$ cat src/rtl/ksa_swap_fsm.sv
// RC4 key-scheduling stage: permutes the identity S memory using the secret key.
// Optional build macro KSA_SKIP_SELF_SWAP_EN skips iterations whose new j equals i.
module ksa_swap_fsm #(
    parameter int unsigned KEY_BYTES = 3
) (
    input  logic                   clk,
    input  logic                   rst_n,
    input  logic                   start,
    input  logic [8*KEY_BYTES-1:0] secret_key,
    input  logic [7:0]             q,
    output logic [7:0]             address,
    output logic [7:0]             data,
    output logic                   wren,
    output logic                   busy,
    output logic                   done
);

    localparam int unsigned KW = (KEY_BYTES > 1) ? $clog2(KEY_BYTES) : 1;

    typedef enum logic [3:0] {
        StIdle,
        StRdI,
        StWtI,
        StCalc,
        StRdJ,
        StWtJ,
        StWrI,
        StWrJ,
        StDone
    } state_e;

    state_e        state_q, state_d;
    logic [7:0]    i_q, i_d;
    logic [7:0]    j_q, j_d;
    logic [KW-1:0] k_q, k_d;
    logic [7:0]    si_q, si_d;

    logic [7:0]    key_byte;
    logic [7:0]    j_new;
    logic [KW-1:0] k_next;

    // Byte 0 of the key sits in the most significant position.
    always_comb begin
        key_byte = '0;
        for (int b = 0; b < KEY_BYTES; b++) begin
            if (k_q == KW'(b)) begin
                key_byte = secret_key[8*(KEY_BYTES-b)-1 -: 8];
            end
        end
    end

    assign j_new  = j_q + q + key_byte;
    assign k_next = (k_q == KW'(KEY_BYTES - 1)) ? '0 : k_q + KW'(1);

    always_ff @(posedge clk or negedge rst_n) begin
        if (!rst_n) begin
            state_q <= StIdle;
            i_q     <= '0;
            j_q     <= '0;
            k_q     <= '0;
            si_q    <= '0;
        end else begin
            state_q <= state_d;
            i_q     <= i_d;
            j_q     <= j_d;
            k_q     <= k_d;
            si_q    <= si_d;
        end
    end

    always_comb begin
        state_d = state_q;
        i_d     = i_q;
        j_d     = j_q;
        k_d     = k_q;
        si_d    = si_q;
        address = '0;
        data    = '0;
        wren    = 1'b0;
        busy    = 1'b1;
        done    = 1'b0;

        case (state_q)
            StIdle, StDone: begin
                busy = 1'b0;
                done = (state_q == StDone);
                if (start) begin
                    state_d = StRdI;
                    i_d     = '0;
                    j_d     = '0;
                    k_d     = '0;
                end
            end
            StRdI: begin
                address = i_q;
                state_d = StWtI;
            end
            StWtI: begin
                address = i_q;
                state_d = StCalc;
            end
            StCalc: begin
                si_d    = q;
                j_d     = j_new;
                state_d = StRdJ;
`ifdef KSA_SKIP_SELF_SWAP_EN
                // A self-swap leaves memory unchanged, so advance straight to the next i.
                if (j_new == i_q) begin
                    i_d     = i_q + 8'd1;
                    k_d     = k_next;
                    state_d = (i_q == 8'd255) ? StDone : StRdI;
                end
`endif
            end
            StRdJ: begin
                address = j_q;
                state_d = StWtJ;
            end
            StWtJ: begin
                address = j_q;
                state_d = StWrI;
            end
            StWrI: begin
                address = i_q;
                data    = q;
                wren    = 1'b1;
                state_d = StWrJ;
            end
            StWrJ: begin
                address = j_q;
                data    = si_q;
                wren    = 1'b1;
                i_d     = i_q + 8'd1;
                k_d     = k_next;
                state_d = (i_q == 8'd255) ? StDone : StRdI;
            end
            default: begin
                busy    = 1'b0;
                state_d = StIdle;
            end
        endcase
    end

endmodule

$ cat config.mk
export PLATFORM = sky130hd
export DESIGN_NAME = ksa_swap_fsm
export DESIGN_NICKNAME = d
export VERILOG_FILES = /design/src/rtl/ksa_swap_fsm.sv
export SDC_FILE = /design/constraint.sdc
export NUM_CORES = 1
export LEC_CHECK = 0
export BUFFER_PORTS_ARGS = -buffer_cell sky130_fd_sc_hd__buf_2
export CORE_MARGIN = 8
export CORE_UTILIZATION = 35
export DETAILED_ROUTE_END_ITERATION = 7
export PLACE_DENSITY_LB_ADDON = 0.15
export RECOVER_POWER = 100
export SYNTH_ARGS = -nofsm -noshare
export SYNTH_HDL_FRONTEND = slang
export SYNTH_SLANG_ARGS = --single-unit
$ cat constraint.sdc
create_clock -name clk -period 3.6 [get_ports clk]
set_input_delay 1.08 -clock clk [delete_from_list [all_inputs] [get_ports clk]]
set_output_delay 1.08 -clock clk [all_outputs]
set_load 0.05 [all_outputs]
==> results of run 1 <==
## per-layer routing
metal / GRT usage (%) / wire, µm
met4: 4.027 / 50
met1: 17.37 / 2603
met2: 22.13 / 2552
met3: 4.247 / 345
met5: 0 / 0
## layout make-up
type                       count  share of cell area [%]
inverter                      10                   1.496
multi-input combinational    166                   48.50
clock buffer                   6                   3.290
clock inverter                 1                   1.196
tap                           75                   3.739
sequential                    30                   29.91
timing repair buffer          61                   11.86
## kinds of logic after synthesis
group           synth area share [%]
compound gates                 18.48
xor+xnor                       2.950
fa+ha+maj                      11.92
buf+inv                        4.756
flops                          36.12
mux                            8.188
simple gates                   17.58
## synth_stat cells
cell type,count
a21o_1,2
a21oi_1,7
a221oi_1,1
a22o_1,14
a22oi_1,8
a32o_1,1
and2_1,1
and3_1,3
buf_1,1
buf_2,7
buf_4,1
clkbuf_1,4
dfrtp_1,30
fa_1,8
ha_1,7
inv_1,10
mux2_1,1
mux2_2,7
mux2i_1,8
nand2_1,21
nand2_2,1
nand2b_1,6
nand3_1,8
nand3b_1,1
nand4_1,3
nand4b_1,2
nor2_1,18
nor2_2,1
nor2b_1,2
nor3_1,1
nor3_4,1
nor4bb_1,1
o211ai_1,1
o21ai_0,12
o21ai_1,4
o22ai_1,2
o2bb2ai_1,2
o31ai_1,2
or2_2,1
or4b_1,1
xnor2_1,4
xor2_1,3
## registers in the layout, indices dropped and copies added, names as in the netlist
| signal | flops |
|---|---|
| k_q | 2 |
| state_q | 4 |
| j_q | 8 |
| si_q | 8 |
| i_q | 8 |
## through the flow
stage / total power [µW] / cell area [µm²] / instances / hold WS, ns
after floorplan: 1910 / 2078 / 219 / 0.4585
after global placement: 2275 / 2436 / 342 / 0.4776
after detailed placement: 2288 / 2436 / 342 / 0.4787
after CTS: 2650 / 2549 / 349 / 0.4922
after global routing: 2830 / 2510 / 349 / 0.5143
final: 2587 / 2510 / 349 / 0.4877
## worst register-to-register path: stages (launching register included)
cell and delay, ns:
dfrtp_1 0.52, nor2b_1 0.11, buf_4 0.17, nand2_1 0.06, o21ai_0 0.10, fa_1 0.51
ha_1 0.18, inv_1 0.06, fa_1 0.37, nand2b_1 0.19, a21oi_1 0.20, o22ai_1 0.13
xnor2_1 0.13, a22o_1 0.17
## how the worst max path moves through the flow
| stage | end | depth (start not counted) | slack (ns) |
|---|---|---|---|
| 6_report | data[4] | 5 | 0.35 |
| 3_5_place_dp | j_q[7] | 12 | 0.15 |
| 4_1_cts | j_q[7] | 12 | 0.45 |
| 3_3_place_gp | j_q[7] | 12 | 0.22 |
| 2_1_floorplan | j_q[7] | 11 | 0.42 |
| 5_1_grt | data[4] | 5 | 0.14 |
## report_power, final
| group | leakage [µW] | internal (µW) | switching, µW |
|---|---|---|---|
| clock | 0.0000573 | 221 | 128 |
| combinational | 0.000747 | 623 | 984 |
| sequential | 0.000382 | 477 | 153 |
| total | 0.00119 | 1320 | 1270 |
==> metrics.csv, run 1 <==
stage,metric,value,unit
timing,post-route-period-util,90.17,%
routing,totalWireLength,5.551,mm
logic_synthesis,synth_cell_type_count,42,
grt,grt_pass1_vias,1822,
final_layout,seqCellArea,750.7,µm²
logic_synthesis,synth_area_leaders,"dfrtp_1 36%, fa_1 7.7%, a22o_1 5.9%",
setup_path,cp-end-kind,output port,
clock_tree,clk_path_buf_depth,2,
setup_path,critPathMaxStageDelay,0.51,ns
grt,grt_overflow,0,
final_layout,n_antenna_cell,0,
final_layout,area_growth,20.77,%
logic_synthesis,syn-cell-area,2078,µm²
logic_synthesis,synth_warnings,0,
final_layout,final_cell_mix,"37 x buf_2, 30 x dfrtp_1, 22 x nand2_1",
timing,tns,0,ns
logic_synthesis,synth_top_area_share,36.12,%
grt,antenna_found_initial,0,
floorplan,dieArea,8659,µm²
placement,place_ws,0.1467,ns
floorplan,core,5816,µm²
floorplan,core.rowCount,28,
clock_tree,root_buffer,clkbuf_8,
final_layout,drive_gt1_share,22.26,%
flow_run,maxCapViolations,1,
routing,via_per_inst,5.152,
grt,grt_max_degree,31,
timing,worstMarginPinSlew,1.692,ns
logic_synthesis,synth.net_count,269,
timing,fin_crit,3.246,ns
outcome,status,finished with violations,
power,power.density,1031,nW/µm²
clock_tree,post_cts_buffers,0,
routing,antenna_left,0,
clock_tree,htreeDepth,2,
timing,setup_ws,0.3540,ns
logic_synthesis,syn_avg_cell_area,9.490,µm²
setup_path,rr_worst_depth,13,
logic_synthesis,ys_seq_elements,30,
final_layout,fin_util,43.16,%
worst_hold_path,hold_path.class,flip-flop to flip-flop,
clock_tree,clock_sinks,30,
final_layout,multi_input_area,1217,µm²
setup_path,crit_required,2.52,ns
logic_synthesis,ys_seq_area_share,36.12,%
timing,final-max-slew-violation-count,31,
timing,rsz0062_at_grt,false,
routing,firstDrtPassIters,4,
setup_path,reg2reg_from,k_q[0],
logic_synthesis,synth_top_area_cell,dfrtp_1,
setup_path,cp_top_family,simple AND/OR/NAND/NOR gates,
setup_path,r2r_end,j_q[7],
final_layout,fillers,623,
setup_path,cp-start-kind,flip-flop,
routing,wl_per_cell,15.91,µm
worst_hold_path,hold_depth,1,
timing,setup_viol,0,
routing,num_vias,1798,
outcome,violations,"max-capacitance violations, max-slew violations",
setup_path,cp_slowest_cell,dfrtp_1,
setup_path,crit_buf_inv,2,
setup_path,crit_fanout,9,
placement,portBuffers,53,
setup_path,crit_path_start,state_q[2],
logic_synthesis,syn_inst,219,
placement,post-dp-hpwl,4.202,mm
timing,hold_violations,0,
worst_hold_path,min_to,si_q[3],
timing,max_freq,308.1,MHz
floorplan,floorplan.initialDensity,35.74,%
worst_hold_path,min_from,si_q[3],
floorplan,pin_count,54,
clock_tree,clk_latency,0.29,ns
power,ir_worst_vdd,0.4190,mV
clock_tree,tritoncts,yes,
power,p_leak,0.001186,µW
placement,finalWeightedCongestion,0.7886,
setup_path,crit_chain,"nand2b_1, nor2_1, clkbuf_1, a22o_1, clkbuf_2",
final_layout,nNetsFinal,324,
clock_tree,cts_resized,0,
routing,drt_iter0_drc,99,
clock_tree,clkTransAtPathRegs,0.07,ns
grt,track_usage,13.78,%
setup_path,ff2ff_setup_slack,0.61,ns
setup_path,criticalPathCategory,flip-flop to output port,
routing,drcViolationCount,0,
floorplan,die_w,93.06,µm
setup_path,crit_arrival,2.17,ns
grt,grt_pass1_wl,9.390,mm
clock_tree,postCtsHoldBufs,0,
floorplan,die_y,93.06,µm
final_layout,final_common_cell,buf_2,
clock_tree,cts_made_buffers,5,
timing,maxSlewHeadroom,-12.78,%
timing,fin_worst_skew,0.009541,ns
Power figures use the tool's default switching activity.
==> run 2, diff against run 1 <==
BUFFER_PORTS_ARGS = -buffer_cell sky130_fd_sc_hd__buf_4   (was -buffer_cell sky130_fd_sc_hd__buf_2)
PLACE_DENSITY_LB_ADDON = default   (was 0.15)
==> run 2 against run 1 <==
  * The run still ends with max-capacitance violations, max-slew violations left
  * Wire length up 2.1%
  * Clock-buffer cell count increased by 1
  * Combinational power about the same
  * Register-to-register slack got worse by 0.07 ns
  * Maximum frequency shrank 2.0%
  * First-iteration DRC count is 51% lower
  * Cell area increased by 1.0%
  * Clock skew down 0.0017 ns
  * Critical path type unchanged
==> metrics.csv, run 2 (synthesized netlist as in run 1, its figures left out) <==
stage,metric,value,unit
grt,grt_use_met1,18.23,%
routing,firstDrtPassIters,4,
power,p_int,1229,µW
grt,grt_use_met3,3.446,%
routing,drt_iter0_drc,49,
clock_tree,clk_latency,0.29,ns
setup_path,crit_fanout,12,
setup_path,crit_required,2.52,ns
power,power.density,985.2,nW/µm²
placement,post-dp-hpwl,4.257,mm
floorplan,floorplan.initialDensity,35.74,%
grt,met2_usage,21.36,%
outcome,status,finished with violations,
grt,antenna_found_initial,0,
grt,grt_max_degree,31,
timing,rsz0062_at_grt,false,
timing,fin_worst_skew,0.007811,ns
final_layout,final_cell_mix,"36 x buf_4, 30 x dfrtp_1, 24 x clkbuf_1",
floorplan,die_w,93.06,µm
clock_tree,htreeDepth,2,
clock_tree,root_buffer,clkbuf_8,
timing,tns,0,ns
clock_tree,clock_sinks,30,
floorplan,core,5816,µm²
timing,maxSlewHeadroom,-14.08,%
power,p_leak,0.001164,µW
clock_tree,clkTransAtPathRegs,0.07,ns
routing,drcViolationCount,0,
grt,grt_pass1_wl,9.425,mm
worst_hold_path,hold_path.class,flip-flop to flip-flop,
worst_hold_path,hold_depth,1,
power,switching_share,50.81,%
routing,via_per_inst,5.199,
clock_tree,postCtsHoldBufs,0,
timing,hold_violations,0,
power,p_seq_share,25.3,%
timing,max_freq,301.8,MHz
outcome,violations,"max-capacitance violations, max-slew violations",
final_layout,area_growth,22.03,%
final_layout,top_regs,"i_q x8, j_q x8, si_q x8",
final_layout,drive_gt1_share,18.75,%
final_layout,n_antenna_cell,0,
setup_path,cp-end-kind,output port,
floorplan,pin_count,54,
clock_tree,post_cts_buffers,0,
timing,setup_viol,0,
timing,post-route-period-util,92.03,%
timing,fin_crit,3.313,ns
clock_tree,cts_made_buffers,5,
flow_run,maxCapViolations,1,
clock_tree,cts_resized,0,
power,power,2499,µW
power,combinationalPowerShare,64.1,%
setup_path,crit_arrival,2.23,ns
power,pwr-share-clk,10.6,%
floorplan,die_y,93.06,µm
setup_path,rr_worst_depth,12,
placement,portBuffers,53,
grt,busiest_layer,met2,
grt,grt_overflow,0,
clock_tree,clk_path_buf_depth,2,
final_layout,layout.cells.non_filler,347,
routing,antenna_left,0,
timing,worstMarginPinSlew,1.711,ns
final_layout,fillers,623,
power,switchingPower,1270,µW
routing,wl_per_cell,16.33,µm
final_layout,final_common_cell,buf_4,
final_layout,nNetsFinal,322,
clock_tree,tritoncts,yes,
timing,final-max-slew-violation-count,31,
floorplan,core.rowCount,28,
placement,placed_cells,340,
placement,finalWeightedCongestion,0.8475,
grt,grt_pass1_vias,1823,
power,ir_worst_vdd,0.3723,mV
floorplan,dieArea,8659,µm²
routing,num_vias,1804,
routing,totalWireLength,5.666,mm
setup_path,criticalPathCategory,flip-flop to output port,
setup_path,cp-start-kind,flip-flop,
grt,track_usage,13.84,%
run 2: final timing paths:
check,end,slack (ns),startpoint
max,data[3],0.29,state_q[0]
min,si_q[3],0.49,si_q[3]
max reg2reg,j_q[7],0.54,k_q[0]
min reg2reg,si_q[3],0.49,si_q[3]
max in group asynchronous,i_q[2],1.37,rst_n
min in group asynchronous,si_q[4],1.23,rst_n
run 2: metrics by stage:
step | setup WS (ns) | instance area [µm²] | hold WS, ns | utilization [%]
6_report | 0.2870 | 2536 | 0.4896 | 43.61
2_1_floorplan | 0.4177 | 2078 | 0.4585 | -
3_5_place_dp | 0.1471 | 2554 | 0.4799 | 43.91
5_1_grt | 0.1465 | 2536 | 0.5313 | 43.61
4_1_cts | 0.4441 | 2630 | 0.4957 | 45.22
3_3_place_gp | 0.2172 | 2554 | 0.4691 | 43.91
run 2: power groups by stage:
| stage | clock network (µW) | logic, µW | registers, µW |
|---|---|---|---|
| after floorplan | 0 | 1340 | 569 |
| after global placement | 0 | 1680 | 635 |
| after detailed placement | 0 | 1700 | 637 |
| after CTS | 269 | 1710 | 633 |
| after global routing | 284 | 1800 | 656 |
| final | 264 | 1600 | 631 |
run 2: final cells by class:
cell class / count / area (µm²) / area share [%]
multi-input combinational: 166 / 1217 / 48.00
sequential: 30 / 750.7 / 29.60
timing repair buffer: 59 / 360.3 / 14.21
tap: 75 / 93.84 / 3.700
clock buffer: 7 / 76.32 / 3.009
inverter: 10 / 37.54 / 1.480
run 2: worst max-delay path: stages (launching register included):
cell      delay (ns)
dfrtp_1         0.48
nand2_1         0.18
nor2_1          0.32
buf_4           0.28
a22o_1          0.17
clkbuf_1        0.50
run 2: layer usage:
metal / part of all wire [%] / vias to the layer above
li1: - / 887
met1: 47 / 866
met2: 47 / 41
met3: 4.3 / 10
met4: 1.7 / 0
met5: 0 / -
